### config.mk
export PLATFORM = sky130hd
export DESIGN_NAME = jtgng_prom_loader
export DESIGN_NICKNAME = d
export VERILOG_FILES = /design/src/rtl/jtgng_prom_pkg.sv /design/src/rtl/jtgng_prom_loader.sv
export SDC_FILE = /design/constraint.sdc
export NUM_CORES = 1
export LEC_CHECK = 0
export ABC_AREA = 0
export CAP_MARGIN = 20
export CORE_ASPECT_RATIO = 0.6
export CORE_MARGIN = 5
export CORE_UTILIZATION = 41
export DETAILED_ROUTE_END_ITERATION = 8
export PLACE_DENSITY = 0.8
export SYNTH_ARGS = -nofsm -noshare
export SYNTH_HDL_FRONTEND = slang
export SYNTH_SLANG_ARGS = --single-unit
### constraint.sdc
create_clock -name clk -period 2.2 [get_ports clk]
set_input_delay 0.22 -clock clk [delete_from_list [all_inputs] [get_ports clk]]
set_output_delay 0.22 -clock clk [all_outputs]
set_load 0.05 [all_outputs]
### src/rtl/jtgng_prom_pkg.sv
// rtl/jtgng_prom_pkg.sv - shared state encoding and address-window helper for the PROM loader
package jtgng_prom_pkg;

  typedef enum logic [1:0] {
    ST_IDLE  = 2'd0,
    ST_LOAD  = 2'd1,
    ST_FLUSH = 2'd2,
    ST_DONE  = 2'd3
  } state_t;

  // Exclusive end of the download window covering all PROMs
  function automatic logic [63:0] win_end(input logic [63:0] start, input int nprom, input int aw);
    return start + (64'(nprom) << aw);
  endfunction

endpackage

### src/rtl/jtgng_prom_loader.sv
// rtl/jtgng_prom_loader.sv - decodes the ioctl download stream into one-hot writes for a bank of PROMs
module jtgng_prom_loader
  import jtgng_prom_pkg::*;
#(
  parameter int              aw    = 10,
  parameter int              dw    = 8,
  parameter int              NPROM = 4,
  parameter int              IOAW  = 22,
  parameter logic [IOAW-1:0] START = 22'h0
) (
  input  logic             clk,
  input  logic             rst,
  input  logic             downloading,
  input  logic [IOAW-1:0]  ioctl_addr,
  input  logic [7:0]       ioctl_data,
  input  logic             ioctl_wr,
  output logic [NPROM-1:0] prom_we,
  output logic [aw-1:0]    prom_addr,
  output logic [dw-1:0]    prom_data,
  output logic [NPROM-1:0] prom_ok,
  output logic             busy,
  output logic             done
);

  localparam int KW = (NPROM > 1) ? $clog2(NPROM) : 1;
  localparam logic [IOAW:0] WEND = (IOAW+1)'(win_end(64'(START), NPROM, aw));

  state_t            state;
  logic              dl_q;
  logic [15:0]       cnt;
  logic [IOAW-1:0]   offset;
  logic [KW-1:0]     idx;
  logic [NPROM-1:0]  we_vec;
  logic              in_win;
  logic              dl_rise;
  logic              accept;

  always_comb begin
    offset  = ioctl_addr - START;
    idx     = KW'(offset >> aw);
    we_vec  = NPROM'(1) << idx;
    in_win  = (ioctl_addr >= START) && ({1'b0, ioctl_addr} < WEND);
    dl_rise = downloading & ~dl_q;
    accept  = ioctl_wr & downloading & in_win;
  end

  always_ff @(posedge clk or posedge rst) begin
    if (rst) begin
      state     <= ST_IDLE;
      // Reset high so a session already running at reset release is not taken as a new edge
      dl_q      <= 1'b1;
      cnt       <= '0;
      prom_we   <= '0;
      prom_addr <= '0;
      prom_data <= '0;
      prom_ok   <= '0;
      busy      <= 1'b0;
      done      <= 1'b0;
    end else begin
      dl_q    <= downloading;
      prom_we <= '0;
      case (state)
        ST_IDLE, ST_DONE: begin
          if (dl_rise) begin
            state   <= ST_LOAD;
            prom_ok <= '0;
            cnt     <= '0;
            busy    <= 1'b1;
            done    <= 1'b0;
          end
        end
        ST_LOAD: begin
          if (!downloading) begin
            state <= ST_FLUSH;
          end else if (accept) begin
            prom_we   <= we_vec;
            prom_addr <= offset[aw-1:0];
            prom_data <= ioctl_data[dw-1:0];
            if (&offset[aw-1:0]) prom_ok <= prom_ok | we_vec;
            if (cnt != 16'hFFFF) cnt <= cnt + 16'd1;
          end
        end
        ST_FLUSH: begin
          state <= ST_DONE;
          busy  <= 1'b0;
          done  <= 1'b1;
        end
        default: state <= ST_IDLE;
      endcase
    end
  end

endmodule

==> results.ini <==
[run_status]
outcome=finished, final reports clean

[finish]
antennaDiodeCount=0
fin_nets=209
finish.utilization_pct=66.3
syn2layout_area_growth_pct=57.3
layout.cells.non_filler=218
layout_common_cells=61 x clkdlybuf4s50_1, 30 x dfrtp_1, 10 x mux2_4
stdcell_area_mm2=0.00212
drive_above_1_share_pct=19.1
final_common_cell=clkdlybuf4s50_1

[logic_synthesis]
ys_seq_area_share_pct=57.6
syn_area_mm2=0.00135
synthCells=102
synth-seq-cells=31
yosysWarnings=0
syn_area_per_cell_um2=13.2
syn-num-nets=139
synth_cell_type_count=26

[setup_path]
end_kind=flip-flop
cp-start-kind=input pin
arrival_ns=2.05
worst-path-max-fanout=18
worstReg2RegStart=state[0]
crit_chain=clkdlybuf4s50_1, or4_1, nor2_4, nand3_4, mux2_4
cp.required_ns=2.35
cp_slowest_stage_delay_ns=0.57
crit_start=ioctl_addr[20]
worstSetupPathType=input pin to flip-flop
slowest_stage=or4_1

[power_and_ir_drop]
ir_drop_mv=0.451
switchingPower_uw=446
total_power_uw=1500
leakage_uw=0.000976
internal_power_uw=1050
p_comb_share_pct=27.5
p_clk_share_pct=29.7
switching_share_pct=29.8
power_density_mw_per_mm2=705
p_seq_share_pct=42.7

[detailed_routing]
via_count=1040
routed_wl_um=3410
routed_via_density=4.77
drcViolationCount=0
final_antenna_net_count=0
wl_per_cell_um=15.6
drt_pre_antenna_iters=4
drt_first_iter_violations=23

[sta]
hold_viol_final=0
setup_viol=0
worstMarginPinSlew_ns=0.532
period_share_pct=86.1
fmax_ghz=0.528
clock_skew_ns=0.0142
period_needed_ns=1.89
max_slew_margin_pct=64.4
drv_slew=0
fin_setup_tns_ns=0
rsz0062_at_grt=no

[clock_tree]
cts-buffers-inserted=5
cts_hold_buf=0
clk_latency_ns=0.28
post_cts_buffers=0
path_clk_slew_ns=0.07
ctsHtreeMaxLevel=2
clock-sinks=31
root_buffer=clkbuf_8
cts_buffer_depth=2
cts_resized=0
cts_tree=built

[floorplan]
coreArea_mm2=0.00320
die_x_um=84.0
rows=16
boundaryPins=62
die_h_um=54.4
initial_core_util_pct=42.1
die-area_mm2=0.00457

[run]
cap_violations=0

[global_route]
grt_antenna_before_repair=0
grt_pass1_wl_um=5380
grt_max_degree=32
first_global_vias=1087
grt_use_total_pct=15.5
grt.overflow.total=0

[hold_path]
hold_path_class=input pin to async pin

[placed_design]
dp_hpwl_um=2750
placedCellCount=210
placed_area_mm2=0.00203
gp_congestion=0.803
port_buffers=61

==> power by group through the flow <==
stage | combinational (µW) | sequential, µW | clock, µW
final | 412 | 639 | 445
after global routing | 456 | 648 | 486
after CTS | 416 | 640 | 457
after detailed placement | 415 | 651 | 0
after global placement | 404 | 647 | 0
after floorplan | 196 | 712 | 0
==> metrics by stage <==
step                      setup WS (ns)  hold WS, ns
after global routing              0.170        0.390
final                             0.306        0.350
after floorplan                   0.516        0.224
after detailed placement      -0.000373        0.481
after global placement           0.0785        0.465
after CTS                         0.291        0.376
==> sequential cells by signal (all words and copies together) (netlist names) <==
signal / cells
state: 2
dl_q: 1
done: 1
busy: 1
prom_ok: 4
prom_addr: 10
prom_we: 4
prom_data: 8
==> cell type report <==
| type | instances | area, µm² |
|---|---|---|
| sequential | 31 | 777 |
| timing repair buffer | 65 | 641 |
| inverter | 4 | 15.0 |
| clock buffer | 7 | 86.3 |
| fill | 249 | 1080 |
| multi-input combinational | 65 | 542 |
| clock inverter | 1 | 5.00 |
| tap | 45 | 56.3 |
==> cell families after synthesis <==
| family | count (synthesis) | share of synthesized area [%] |
|---|---|---|
| AND/OR/NAND/NOR | 32 | 13.2 |
| flip-flops | 31 | 57.6 |
| multiplexers | 19 | 18.6 |
| AO/OA/AOI/OAI | 11 | 5.66 |
| buffers and inverters | 6 | 2.23 |
| adder cells (fa/ha/maj) | 3 | 2.78 |
==> Yosys cell counts <==
| master | n | area [µm²] |
|---|---|---|
| nand3_4 | 1 | 17.5 |
| clkbuf_1 | 1 | 3.75 |
| o21ai_0 | 2 | 10.0 |
| or4_1 | 2 | 15.0 |
| ha_1 | 3 | 37.5 |
| nand2b_1 | 3 | 18.8 |
| inv_1 | 4 | 15.0 |
| dfrtp_1 | 30 | 751 |
| dfstp_2 | 1 | 26.3 |
| nor2_4 | 1 | 11.3 |
| or3b_2 | 1 | 8.76 |
| nand3_1 | 2 | 10.0 |
| nor3_1 | 2 | 10.0 |
| buf_6 | 1 | 11.3 |
| mux2_2 | 8 | 90.1 |
| mux2_4 | 10 | 150 |
| nor3b_1 | 1 | 7.51 |
| mux2i_1 | 1 | 10.0 |
| a211oi_1 | 1 | 7.51 |
| nor2_1 | 8 | 30.0 |
| o31ai_1 | 3 | 22.5 |
| a22o_1 | 2 | 17.5 |
| nand2_1 | 8 | 30.0 |
| a21oi_1 | 2 | 10.0 |
| o41ai_1 | 1 | 8.76 |
| nand4_1 | 3 | 18.8 |
==> worst max-delay path, delay by kind of cell <==
family / cells / cell delay, ns
simple gates: 3 / 1.03
mux: 1 / 0.39
buf+inv: 1 / 0.39
==> path summary, 6_finish.rpt <==
kind,to,slack (ns),cells past startpoint
setup / recovery,prom_addr[1],0.31,5
hold / removal,prom_addr[6],0.35,3
setup reg to reg,prom_ok[0],0.34,6
hold reg to reg,prom_ok[3],0.51,2
max in group asynchronous,dl_q,1.53,3
min in group clk,prom_ok[3],0.51,2
==> layer usage <==
metal / up-vias / global-route usage, % / part of all wire [%]
li1: 502 / - / -
met1: 488 / 18.9 / 47
met2: 48 / 25.9 / 44
met3: 2 / 7.22 / 9.2
met4: 0 / 2.41 / 0.32
met5: - / 0 / 0
Power figures use the tool's default switching activity.
